[src/rtl/fetch_ctrl_pkg.sv]
// Shared fetch definitions: state encoding and PC constants.
// Also imported by the PC register for its reset value.
package fetch_ctrl_pkg;

  typedef enum logic [1:0] {
    S_RESET   = 2'd0,
    S_FETCH   = 2'd1,
    S_HOLD    = 2'd2,
    S_DISCARD = 2'd3
  } fstate_t;

  localparam logic [31:0] RESET_PC   = 32'h0040_0000;
  localparam int          INST_BYTES = 4;

endpackage

[src/rtl/fetch_buf.sv]
// Output register toward decode, plus one skid entry.
// Ports: load/skid_load/promote/consume/flush controls, in_pc/in_inst, valid/pc/inst.
module fetch_buf #(
  parameter int XLEN = 32
) (
  input  logic            clk,
  input  logic            rst,
  input  logic            load,
  input  logic            skid_load,
  input  logic            promote,
  input  logic            consume,
  input  logic            flush,
  input  logic [XLEN-1:0] in_pc,
  input  logic [XLEN-1:0] in_inst,
  output logic            valid,
  output logic [XLEN-1:0] pc,
  output logic [XLEN-1:0] inst
);

  logic            skid_valid;
  logic [XLEN-1:0] skid_pc;
  logic [XLEN-1:0] skid_inst;

  // Flush beats refill, refill beats consume.
  always_ff @(posedge clk) begin
    if (rst) begin
      valid <= 1'b0;
      pc    <= '0;
      inst  <= '0;
    end else if (flush) begin
      valid <= 1'b0;
    end else if (load) begin
      valid <= 1'b1;
      pc    <= in_pc;
      inst  <= in_inst;
    end else if (promote && skid_valid) begin
      valid <= 1'b1;
      pc    <= skid_pc;
      inst  <= skid_inst;
    end else if (consume) begin
      valid <= 1'b0;
    end
  end

  always_ff @(posedge clk) begin
    if (rst) begin
      skid_valid <= 1'b0;
      skid_pc    <= '0;
      skid_inst  <= '0;
    end else if (flush) begin
      skid_valid <= 1'b0;
    end else if (skid_load) begin
      skid_valid <= 1'b1;
      skid_pc    <= in_pc;
      skid_inst  <= in_inst;
    end else if (promote) begin
      skid_valid <= 1'b0;
    end
  end

endmodule

[src/rtl/fetch_ctrl.sv]
// Fetch sequencer: drives the PC register, issues imem req/ack
// fetches, buffers one instruction for decode, applies EX redirects.
module fetch_ctrl #(
  parameter int            XLEN     = 32,
  parameter logic [XLEN-1:0] RESET_PC =
    XLEN'(fetch_ctrl_pkg::RESET_PC)
) (
  input  logic            clk,
  input  logic            rst,
  input  logic [XLEN-1:0] pc,
  output logic            pc_en,
  output logic [XLEN-1:0] npc,
  output logic            imem_req,
  output logic [XLEN-1:0] imem_addr,
  input  logic            imem_ack,
  input  logic [XLEN-1:0] imem_rdata,
  input  logic            redirect_valid,
  input  logic [XLEN-1:0] redirect_pc,
  output logic            if_valid,
  output logic [XLEN-1:0] if_pc,
  output logic [XLEN-1:0] if_inst,
  input  logic            id_ready
);

  import fetch_ctrl_pkg::*;

  fstate_t         state;
  fstate_t         state_nx;
  logic [XLEN-1:0] req_addr;
  logic [XLEN-1:0] tgt;
  logic [XLEN-1:0] seq_pc;
  logic            buf_free;
  logic            start_req;
  logic            b_valid;
  logic [XLEN-1:0] b_pc;
  logic [XLEN-1:0] b_inst;
  logic            b_load;
  logic            b_skid;
  logic            b_promote;
  logic            b_flush;

  assign tgt      = {redirect_pc[XLEN-1:2], 2'b00};
  assign seq_pc   = pc + XLEN'(INST_BYTES);
  assign buf_free = !b_valid || id_ready;

  always_ff @(posedge clk) begin
    if (rst) state <= S_RESET;
    else     state <= state_nx;
  end

  always_comb begin
    state_nx = state;
    unique case (state)
      S_RESET: state_nx = S_FETCH;
      S_FETCH: begin
        unique case (1'b1)
          imem_ack && !redirect_valid && !buf_free:
            state_nx = S_HOLD;
          !imem_ack && redirect_valid:
            state_nx = S_DISCARD;
          default:
            state_nx = S_FETCH;
        endcase
      end
      S_HOLD: begin
        if (redirect_valid || buf_free)
          state_nx = S_FETCH;
      end
      S_DISCARD: begin
        if (imem_ack)
          state_nx = S_FETCH;
      end
      default: state_nx = S_RESET;
    endcase
  end

  always_comb begin
    pc_en    = 1'b0;
    npc      = seq_pc;
    imem_req = 1'b0;
    if (rst) begin
      npc = RESET_PC;
    end else begin
      unique case (state)
        S_FETCH: begin
          imem_req = 1'b1;
          pc_en    = imem_ack || redirect_valid;
          if (redirect_valid) npc = tgt;
        end
        S_HOLD, S_DISCARD: begin
          imem_req = (state == S_DISCARD);
          pc_en    = redirect_valid;
          if (redirect_valid) npc = tgt;
        end
        default: ;
      endcase
    end
  end

  // A new request starts on entry to S_FETCH or after an ack in it;
  // it targets the PC value that will hold after this edge.
  assign start_req = !rst && state_nx == S_FETCH &&
                     (state != S_FETCH || imem_ack);

  always_ff @(posedge clk) begin
    if (rst)            req_addr <= RESET_PC;
    else if (start_req) req_addr <= pc_en ? npc : pc;
  end

  assign imem_addr = req_addr;

  assign b_flush   = !rst && redirect_valid && state != S_RESET;
  assign b_load    = state == S_FETCH && imem_ack &&
                     !redirect_valid && buf_free;
  assign b_skid    = state == S_FETCH && imem_ack &&
                     !redirect_valid && !buf_free;
  assign b_promote = state == S_HOLD && buf_free;

  fetch_buf #(.XLEN(XLEN)) u_buf (
    .clk       (clk),
    .rst       (rst),
    .load      (b_load),
    .skid_load (b_skid),
    .promote   (b_promote),
    .consume   (b_valid && id_ready),
    .flush     (b_flush),
    .in_pc     (req_addr),
    .in_inst   (imem_rdata),
    .valid     (b_valid),
    .pc        (b_pc),
    .inst      (b_inst)
  );

  assign if_valid = b_valid && !rst;
  assign if_pc    = rst ? '0 : b_pc;
  assign if_inst  = rst ? '0 : b_inst;

endmodule

[config.mk]
export PLATFORM = sky130hd
export DESIGN_NAME = fetch_ctrl
export DESIGN_NICKNAME = d
export VERILOG_FILES = /design/src/rtl/fetch_ctrl_pkg.sv /design/src/rtl/fetch_buf.sv /design/src/rtl/fetch_ctrl.sv
export SDC_FILE = /design/constraint.sdc
export NUM_CORES = 1
export LEC_CHECK = 0
export ABC_AREA = 1
export BUFFER_PORTS_ARGS = -buffer_cell sky130_fd_sc_hd__buf_2
export CAP_MARGIN = 20
export CORE_MARGIN = 2
export CORE_UTILIZATION = 55
export CTS_CLUSTER_DIAMETER = 200
export CTS_CLUSTER_SIZE = 16
export DETAILED_ROUTE_END_ITERATION = 10
export GPL_TIMING_DRIVEN = 0
export PLACE_DENSITY = 0.94
export SKIP_CTS_REPAIR_TIMING = 1
export SLEW_MARGIN = 0
export SYNTH_ARGS = -nofsm -noshare
export SYNTH_HDL_FRONTEND = slang
export SYNTH_SLANG_ARGS = --single-unit
[constraint.sdc]
create_clock -name clk -period 3.85 [get_ports clk]
set_input_delay 0.9625 -clock clk [delete_from_list [all_inputs] [get_ports clk]]
set_output_delay 0.9625 -clock clk [all_outputs]
set_load 0.1 [all_outputs]
======== After elaboration in Yosys (flattened, before gate mapping) ========
Cells that the tools add are included.
storage, ports and cells
  bits in registers ....................... 164
  latch bits .............................. 0
  bits in writable memories ............... 0
  bits in read-only memories .............. 0
  bits of input ports ..................... 101
  output and inout port bits .............. 131
  word-level logic and storage cells ...... 72
  memories kept ........................... 0
operators by class
  add/subtract/negate cells ............... 1
  $mul .................................... 0
  divide/modulo/power cells ............... 0
  magnitude comparators ................... 0
  equal/unequal tests ..................... 5
  shift operators ......................... 0
  multiplexer cells ....................... 23
  bitwise operators ....................... 1
  reductions and logical operators ........ 34
operators with widths
  kind                   count
  $mux 32                10
  $add 32x3->32 const B  1
  $logic_and 1x1->1      15
  $pmux 2 s4             1
  $mux 1                 7
  $reduce_bool 2->1      3
  $logic_not 1->1        5
  $eq 2x1->1 const B     2
  $eq 2x2->1 const B     2
  $logic_or 1x1->1       4
  $mux 2                 2
  $pmux 1 s2             2
  $pmux 2 s2             1
  $reduce_and 2->1       2
  $reduce_or 2->1        2
  $reduce_bool 3->1      1
  $reduce_or 3->1        1
  $logic_not 2->1        1
  $ne 2x1->1 const B     1
  $not 1->1              1

======== Longest topological paths before layout ========
Gate-level depths: netlist (run 1).
  depth in word-level cells ............... 9
  mapped depth ............................ 11

======== By module ========
From an unflattened synthesis (run 1), not the netlist that was laid out.
second synthesis, totals
  cells, all modules ...................... 1,586
  area, all modules ....................... 9,222.6 um^2
by module, submodules not included
  module      instances  cells each  area an instance (um^2)
  fetch_buf   1          891         5,689.2
  fetch_ctrl  1          695         3,533.4

======== Worst setup path before layout (run 1) ========
Ideal clock, no wire load.
  path kind ............................... in2out
  start point ............................. input pc[2]
  end point ............................... output npc[10]
  arrival time ............................ 3.725 ns
  setup slack ............................. -0.837 ns
  cell stages on the path ................. 8
  path buffers ............................ 0
  cells stage by stage .................... ha_1 -> nand2_1 -> nor2_1 -> nand2_1 -> inv_1 -> nand2_1 -> nand2_1 -> o21ai_0
between the ends
  word-level cells in the longest chain between the ends .. 4
ends and longest elaborated chain
  what               line                                text
  from (decl)        fetch_ctrl.sv:10                    input logic [XLEN-1:0] pc,
  $add 32x3->32 (*)  fetch_ctrl.sv:43                    assign seq_pc = pc + XLEN'(INST_BYTES);
  $mux 32            fetch_ctrl.sv:88, fetch_ctrl.sv:93
  $mux 32 (*)        --
  $mux 32 (*)        fetch_ctrl.sv:81                    if (rst) begin
  to (decl)          fetch_ctrl.sv:12                    output logic [XLEN-1:0] npc,
Mark *: on every way between the ends. The rest lies on a longest branch, timed or not.

======== Worst setup path in the final report (run 1) ========
  start point ............................. input pc[2]
  end point ............................... output npc[16]
Same word-level chain as after synthesis.

==> impl_metrics.tcl, run 1 <==
set metrics [dict create \
    slowest_stage "buf_2" \
    row_count 45 \
    yosys.area_share.simple_pct 21.05 \
    ys_warn_count 0 \
    drc 0 \
    finalCriticalPeriod_ns 3.777 \
    core_um2 15150 \
    relSlewSlack_pct 45.51 \
    finalSetupViolations 0 \
    antenna_cells 0 \
    cts.sinks 164 \
    die_y_um 128.5 \
    whs_ns 0.4540 \
    power.leakage_uw 0.005073 \
    hp-class "flop to flop" \
    rsz0062_at_grt "false" \
    die_area_um2 16510 \
    clk_pin_slew_worst_paths_ns 0.06 \
    num-fill-cells 1247 \
    synth.distinct_cells 30 \
    fmax_mhz 264.7 \
    cp.required_ns 2.89 \
    htree_levels 4 \
    synth_edf_count 0 \
    ys_seq_area_share_pct 38.53 \
    wl_per_cell_um 16.50 \
    setup_slack_ns 0.07275 \
    worst_slew_pin_slew_ns 0.8173 \
    r2r_cells 8 \
    worstSetupStartpoint "pc[2]" \
    cpPeakStageDelay_ns 0.46 \
    synth-xor-area-share_pct 0.5139 \
    power_density_nw_per_um2 445.8 \
    clock_skew_ns 0.01186 \
    outcome "complete, no violations" \
    critPathLaunchType "input port" \
    hold_viol 0 \
    dp_slack_ns 0.09900 \
    critPathMaxFanout 5 \
    clk_path_buf_depth 2 \
    crit_end "npc[16]" \
    netlist_instances 1345 \
    endpoint_kind "output pin" \
    die_w_um 128.5 \
    crit_chain "buf_2 -> ha_1 -> nand3_1 -> nor2_1 -> nand3_1 -> xor2_1 -> a21oi_2 -> buf_2" \
    reg2reg_from "state[0]" \
    vias 9921 \
    grt_max_degree 17 \
    synth-adder-area-share_pct 0.1468 \
    cts_tree "yes" \
    async_reset_ff_share_pct 0 \
    final_antenna_net_count 0 \
    maxCapViolations 0 \
    port_buffers 229 \
    area_delta_synth_final_pct 24.08 \
    syn_nets 1447 \
    cts_made_buffers 17 \
    grt_pass1_vias 9177 \
    initial_core_util_pct 56.27 \
    final_nets 1695 \
    grt_overflow_total 0 \
    gp_congestion 0.9709 \
    antenna_found_initial 1 \
    ys_ff_latch 164 \
    utilization_pct 69.81 \
    synth_compound_area_share_pct 26.19 \
    vias_per_cell 5.530 \
    dr.pass1.iters 6 \
    path_class "input port to output pin" \
    total_power_uw 4714 \
    ys_dominant_reg_cell "dfxtp_1" \
    maxSlewViolCount 0 \
    drtIter0Drc 1106 \
    cp.arrival_ns 2.81 \
    syn_area_um2 8522 \
    worstSkewPairLatency_ns 0.43 \
    syn_avg_cell_area_um2 6.336 \
    cts-root-buf "clkbuf_16" \
    setup_tns_ns 0 \
    synthMuxAreaShare_pct 0 \
    grtUsageTotal_pct 35.40 \
    grt_pass1_wl_mm 46.18 \
    synth_top_family_by_area "compound AO/OA/AOI/OAI gates" \
    totalWireLength_mm 29.60 \
    fin_crit_sh_pct 98.11 \
    layout-drive-gt1-share_pct 20.92 \
    io_pins 232 \
    ff2ff_setup_slack_ns 1.80 \
    r2r-end "u_buf.skid_pc[27]" \
    hpwlAfterDp_mm 22.91 \
    peakVddDrop_mv 0.3218 \
]
[critical path: cells and delay by family]
kind | cells | cell delay [ns]
buf+inv | 2 | 0.58
simple gates | 3 | 0.67
xor+xnor | 1 | 0.19
compound gates | 1 | 0.19
fa+ha+maj | 1 | 0.21
[per-stage QoR]
step | instances | area, um^2
after floorplan | 1345 | 8571
after global placement | 1762 | 9952
after detailed placement | 1762 | 9952
after CTS | 1794 | 10570
after global routing | 1794 | 10570
final | 1794 | 10570
[worst min path at each step]
stage	start	endpoint	slack (ns)	depth (start not counted)
2_1_floorplan	u_buf.inst[0]	u_buf.inst[0]	0.43	2
3_3_place_gp	u_buf.pc[4]	u_buf.pc[4]	0.44	2
6_report	u_buf.inst[10]	u_buf.inst[10]	0.45	2
5_1_grt	u_buf.inst[10]	u_buf.inst[10]	0.47	2
3_5_place_dp	u_buf.pc[8]	u_buf.pc[8]	0.45	2
4_1_cts	u_buf.inst[10]	u_buf.inst[10]	0.46	2
[Yosys cell counts (2+ instances only)]
cell / count / area [um^2]
o21ai_0: 243 / 1216
nand2_1: 221 / 829.6
inv_1: 194 / 728.2
nor2_1: 183 / 686.9
a21oi_1: 173 / 865.8
dfxtp_1: 164 / 3283
clkbuf_1: 38 / 142.6
nand3_1: 35 / 175.2
buf_2: 31 / 155.2
o21ai_1: 17 / 85.08
clkbuf_2: 11 / 55.05
nand3b_1: 5 / 37.54
buf_6: 4 / 45.04
inv_2: 4 / 15.01
xor2_1: 4 / 35.03
buf_1: 2 / 7.510
nor2_4: 2 / 22.52
o21ai_2: 2 / 17.52
[cells by family (layout without fill, tap and decap cells)]
| logic type | count (synthesis) | in the layout |
|---|---|---|
| AOI/OAI and AO/OA | 439 | 439 |
| xor gates and xnor gates | 5 | 5 |
| adders and majority gates | 1 | 1 |
| buffers and inverters | 285 | 546 |
| DFF | 164 | 164 |
| and+or+nand+nor | 451 | 451 |
[final cells by class]
type | count | area (um^2) | share of cell area (%)
repair buffers | 229 | 1149 | 10.86
flip-flops and latches | 164 | 3283 | 31.05
plain buffers | 87 | 415.4 | 3.929
multi-input cells | 896 | 4131 | 39.07
well taps | 188 | 235.2 | 2.225
clock buffers | 19 | 442.9 | 4.189
inverters | 198 | 743.2 | 7.029
clock inverters | 13 | 173.9 | 1.645
[sequential cells by signal, summed over array words and instances, names as in the netlist]
register          flops
state                 2
u_buf.pc             32
imem_addr            32
u_buf.valid           1
u_buf.skid_valid      1
u_buf.skid_pc        32
u_buf.inst           32
u_buf.skid_inst      32
[routing by layer]
metal / part of all wire, % / GRT usage [%]
met1: 41 / 45.69
met2: 47 / 59.36
met3: 8.8 / 6.403
met4: 3.1 / 13.19
met5: 0.044 / 0
[layout by cell type (no fill, tap or decap), types with 17 or more instances in the layout]
cell type / synthesis / final
nor2_1: 183 / 183
clkbuf_16: 0 / 17
dfxtp_1: 164 / 164
o21ai_0: 243 / 241
inv_1: 194 / 194
clkbuf_1: 38 / 38
nand3_1: 35 / 35
buf_2: 31 / 259
o21ai_1: 17 / 19
nand2_1: 221 / 221
a21oi_1: 173 / 160
[power breakdown]
| part | internal, uW | switching [uW] | total, uW |
|---|---|---|---|
| sequential | 1760 | 44.7 | 1810 |
| combinational | 213 | 935 | 1150 |
| clock | 1050 | 709 | 1760 |
| total | 3020 | 1690 | 4710 |
Note: power is estimated with default switching activity, not from simulation.
==> inputs of run 2 (changes only) <==
ABC_AREA = unset   (was 1)
==> impl_metrics.tcl, run 2 <==
set metrics [dict create \
    outcome "complete, no violations" \
    grt_pass1_vias 8433 \
    synthTopCellsByCount "187 x nand2_1, 164 x dfxtp_1, 92 x nor2_1, 84 x a21oi_1, 67 x nor2b_1" \
    fin_crit_sh_pct 99.63 \
    ys_top_cells_by_area "dfxtp_1 39%, nand2_1 8.4%, mux2i_1 7.8%" \
    grt_overflow_total 0 \
    power.leakage_uw 0.004573 \
    place_inst 1459 \
    die_w_um 127.0 \
    drc 0 \
    ys_dominant_reg_cell "dfxtp_1" \
    vias 9187 \
    die_y_um 127.0 \
    reg2reg_from "state[1]" \
    core_um2 14640 \
    ff2ff_setup_slack_ns 1.39 \
    slowest_stage "buf_2" \
    worst_slew_pin_slew_ns 0.6886 \
    area_delta_synth_final_pct 25.85 \
    worstSkewPairLatency_ns 0.44 \
    htree_levels 4 \
    grt_max_degree 17 \
    wl_per_cell_um 19.68 \
    synth_edf_count 0 \
    antenna_found_initial 0 \
    finalCriticalPeriod_ns 3.836 \
    antenna_cells 0 \
    crit_chain "clkbuf_4 -> nor3_4 -> buf_2 -> buf_2 -> nand2_1 -> nand2_1 -> buf_2" \
    yosys.area.top_type "dfxtp_1" \
    ys_ff_latch 164 \
    num-fill-cells 1119 \
    ys_warn_count 0 \
    cts-root-buf "clkbuf_16" \
    async_reset_ff_share_pct 0 \
    stdcell_count 1492 \
    netlist_instances 1048 \
    synth_top_area_share_pct 39.48 \
    cp.arrival_ns 2.87 \
    final_antenna_net_count 0 \
    wl_met1_mm 11.27 \
    peakVddDrop_mv 0.3609 \
    cp_num_buf_inv 4 \
    maxCapViolations 0 \
    gp_congestion 0.9707 \
    clk_pin_slew_worst_paths_ns 0.06 \
    dr_wl_met2_mm 13.66 \
    final_common_cell "buf_2" \
    row_count 44 \
    min_to "u_buf.skid_pc[12]" \
    hold_viol 0 \
    dr.pass1.iters 6 \
    yosysMostFrequentCell "nand2_1" \
    relSlewSlack_pct 54.09 \
    critPathMaxFanout 10 \
    finalSetupViolations 0 \
    whs_ns 0.4541 \
    crit_top_cell "buf_2" \
    routed.top_layer "met4" \
    cp.required_ns 2.89 \
    cts_made_buffers 17 \
    endpoint_kind "output pin" \
    r2r-end "u_buf.skid_pc[14]" \
    initial_core_util_pct 56.79 \
    syn_nets 1150 \
    clock_skew_ns 0.009507 \
    die_area_um2 16120 \
    layout_common_cells "245 x buf_2, 187 x nand2_1, 164 x dfxtp_1" \
    hp-start "u_buf.skid_pc[12]" \
    layout-drive-gt1-share_pct 24.77 \
    met3_wirelength_mm 3.022 \
    power_density_nw_per_um2 449.9 \
    grt_pass1_wl_mm 44.56 \
    hp-class "flop to flop" \
    synth.distinct_cells 68 \
    grtUsageTotal_pct 35.25 \
    clk_path_buf_depth 2 \
    critPathLaunchType "input port" \
    utilization_pct 71.47 \
    syn_avg_cell_area_um2 7.936 \
    path_class "input port to output pin" \
    port_buffers 227 \
    crit_family "buffers and inverters" \
    cpPeakStageDelay_ns 0.44 \
    r2r_cells 7 \
    syn_area_um2 8317 \
    final_nets 1398 \
    vias_per_cell 6.158 \
    cts_tree "yes" \
    cts.sinks 164 \
    io_pins 232 \
    fmax_mhz 260.7 \
    totalWireLength_mm 29.36 \
    whs_path_depth 2 \
    ys_seq_area_share_pct 39.48 \
    drtIter0Drc 1275 \
    hpwlAfterDp_mm 21.37 \
    maxSlewViolCount 0 \
]
-- run 2: kinds of logic (layout without fill, tap and decap cells) --
| family | Yosys count | count (layout) | synth area share [%] |
|---|---|---|---|
| AOI/OAI and AO/OA | 249 | 249 | 20.02 |
| buffers and inverters | 102 | 362 | 5.281 |
| DFF | 164 | 164 | 39.48 |
| xor gates and xnor gates | 15 | 15 | 1.580 |
| adders and majority gates | 1 | 1 | 0.1504 |
| and+or+nand+nor | 452 | 452 | 25.67 |
| muxes | 65 | 65 | 7.823 |
-- run 2: routing by layer --
| metal | vias to the layer above | track usage [%] |
|---|---|---|
| met5 | - | 0 |
| met2 | 663 | 57.69 |
| met3 | 120 | 7.035 |
| met1 | 4218 | 44.36 |
| li1 | 4186 | - |
| met4 | 0 | 18.10 |
-- run 2: final cells by class --
class                   count  area [um^2]  share of cell area, %
plain buffers              91        421.7                  4.029
clock buffers              21        460.4                  4.399
clock inverters            10        125.1                  1.195
inverters                  11        41.29                 0.3945
multi-input cells         782         4713                  45.03
flip-flops and latches    164         3283                  31.37
well taps                 184        230.2                  2.200
repair buffers            229         1191                  11.38
-- run 2: worst max-delay path by stage --
stage	startpoint	end	slack [ns]	cells after the start
2_1_floorplan	pc[5]	npc[27]	-0.33	4
3_3_place_gp	rst	npc[29]	-0.44	7
3_5_place_dp	rst	npc[29]	-0.41	7
4_1_cts	rst	npc[29]	-0.42	7
5_1_grt	pc[2]	npc[28]	-0.04	8
6_report	rst	npc[18]	0.01	7
-- run 2: through the flow --
stage	area (um^2)	total power (uW)	setup slack [ns]	setup TNS, ns
after detailed placement	9798	3002	-0.4101	-4.395
after floorplan	8432	2718	-0.3316	-0.5554
after global routing	10470	4813	-0.04269	-0.04783
final	10470	4709	0.01432	0
after CTS	10380	4662	-0.4230	-4.563
after global placement	9798	2988	-0.4364	-4.467
-- run 2: power by group --
group / switching, uW / leakage, uW / internal (uW)
Clock: 711 / 0.000284 / 992
Combinational: 927 / 0.00295 / 251
Sequential: 63.6 / 0.00134 / 1760
Total: 1700 / 0.00457 / 3010
-- run 2: tightest hold or removal path: cells and delay by family, from the launching register on --
kind	cells	cell delay [ns]
AO/OA/AOI/OAI	1	0.05
flip-flops	1	0.30
AND/OR/NAND/NOR	1	0.05
==> inputs of run 3 (changes only) <==
BUFFER_PORTS_ARGS = unset   (was -buffer_cell sky130_fd_sc_hd__buf_2)
DONT_BUFFER_PORTS = 1   (was unset)
PLACE_DENSITY = 0.81   (was 0.94)
==> impl_metrics.tcl, run 3 (synthesis gave the netlist of run 2 again) <==
set metrics [dict create \
    setup_slack_ns -0.05833 \
    num-fill-cells 1219 \
    grt_pass1_vias 7376 \
    utilization_pct 66.07 \
    slowest_stage "nor2b_2" \
    vias_per_cell 6.235 \
    fin_crit_sh_pct 101.5 \
    vias 7925 \
    ff2ff_setup_slack_ns 1.05 \
    maxCapViolations 0 \
    dr.pass1.iters 5 \
    grt_max_degree 17 \
    rsz0062_at_grt "true" \
    drtIter0Drc 649 \
    power.leakage_uw 0.003582 \
    wl_per_cell_um 20.99 \
    busiest_layer "met2" \
    grtUsageTotal_pct 32.23 \
    layout_common_cells "178 x nand2_1, 164 x dfxtp_1, 90 x nor2_1" \
    hold_viol 0 \
    port_buffers 0 \
    maxSlewViolCount 0 \
    die_area_um2 16120 \
    cp.arrival_ns 2.95 \
    initial_core_util_pct 56.79 \
    grt_use_met1_pct 41.43 \
    hp-start "u_buf.skid_pc[13]" \
    placed_area_um2 8897 \
    hpwlAfterDp_mm 19.78 \
    io_pins 232 \
    grtUsageMet3_pct 8.752 \
    totalWireLength_mm 26.68 \
    drc 0 \
    core_um2 14640 \
    hp-class "flop to flop" \
    worst_slew_pin_slew_ns 1.192 \
    relSlewSlack_pct 20.42 \
    stdcell_area_um2 9676 \
    grt_overflow_total 0 \
    cts_made_buffers 17 \
    outcome "complete, but fails checks" \
    critPathMaxFanout 10 \
    cts_tree "yes" \
    cts.sinks 164 \
    cp.required_ns 2.89 \
    die_y_um 127.0 \
    peakVddDrop_mv 0.3530 \
    clock_skew_ns 0.01022 \
    dp_slack_ns -0.6548 \
    clk_pin_slew_worst_paths_ns 0.06 \
    min_to "u_buf.skid_pc[13]" \
    layout-drive-gt1-share_pct 16.84 \
    use_met2_pct 52.15 \
    antenna_found_initial 0 \
    total_power_uw 4536 \
    worstSkewPairLatency_ns 0.43 \
    antenna_cells 0 \
    die_w_um 127.0 \
    r2r_cells 7 \
    path_class "input port to output pin" \
    r2r-end "imem_addr[6]" \
    gp_congestion 1.026 \
    stdcell_count 1271 \
    endpoint_kind "output pin" \
    fmax_mhz 255.9 \
    whs_path_depth 2 \
    cts-root-buf "clkbuf_16" \
    crit_chain "clkbuf_4 -> clkbuf_1 -> buf_1 -> nor2b_2" \
    critPathLaunchType "input port" \
    htree_levels 4 \
    reg2reg_from "state[0]" \
    clk_path_buf_depth 2 \
    final_common_cell "nand2_1" \
    place_inst 1235 \
    power_density_nw_per_um2 468.8 \
    grt_pass1_wl_mm 40.90 \
    cpPeakStageDelay_ns 0.94 \
    area_delta_synth_final_pct 16.34 \
    final_nets 1176 \
    finalCriticalPeriod_ns 3.908 \
    final_antenna_net_count 0 \
    violations "negative setup slack" \
    finalSetupViolations 23 \
    row_count 44 \
]
-- run 3: cell count changes in the layout (fill, tap and decap cells not counted), moves of 3 or more --
cell,before,now
buf_2,245,26
nand3_1,21,18
nand2_2,0,7
nor2b_2,0,62
o21ai_2,4,1
inv_6,2,6
clkbuf_2,5,2
clkbuf_4,6,2
nand3_2,0,3
nor2b_1,67,2
nand2_1,187,178
buf_16,0,4
o21ai_4,2,5
nor2b_4,0,3
-- run 3: report_power, final --
| part | internal, uW | total, uW | leakage, uW | switching (uW) |
|---|---|---|---|---|
| registers | 1760 | 2060 | 0.00134 | 294 |
| clock network | 909 | 1650 | 0.000283 | 745 |
| logic | 193 | 826 | 0.00196 | 634 |
| total | 2860 | 4540 | 0.00358 | 1670 |
-- run 3: area by class of cell --
type / instances / area [um^2] / share of cell area, %
multi-input combinational: 782 / 4992 / 51.60
sequential: 164 / 3283 / 33.93
clock buffer: 17 / 425.4 / 4.397
buffer: 91 / 421.7 / 4.358
tap: 184 / 230.2 / 2.379
clock inverter: 15 / 145.1 / 1.500
timing repair buffer: 7 / 132.6 / 1.371
inverter: 11 / 45.04 / 0.4655
-- run 3: critical path: cells and delay by family --
family        cells  cell delay, ns
simple gates      1            0.94
buf+inv           3            1.02
-- run 3: through the flow --
step / hold WS (ns) / setup TNS, ns
floorplan: 0.4360 / -0.5554
global placement: 0.4404 / -22.78
detailed placement: 0.4467 / -6.941
CTS: 0.4554 / -7.050
global route: 0.4724 / -1.922
finish: 0.4515 / -0.4034
-- run 3: per-layer routing --
layer	vias to the layer above	wire length, um
li1	3737	-
met1	3679	10800
met2	430	12240
met3	79	2681
met4	0	954
met5	-	0
-- run 3: how the worst max path moves through the flow --
stage / depth (start not counted) / slack, ns / from / to
floorplan: 4 / -0.33 / pc[5] / npc[27]
CTS: 6 / -0.65 / rst / npc[31]
global route: 8 / -0.08 / rst / npc[31]
finish: 4 / -0.06 / rst / if_inst[29]
detailed placement: 6 / -0.65 / rst / npc[31]
global placement: 6 / -0.69 / rst / npc[31]
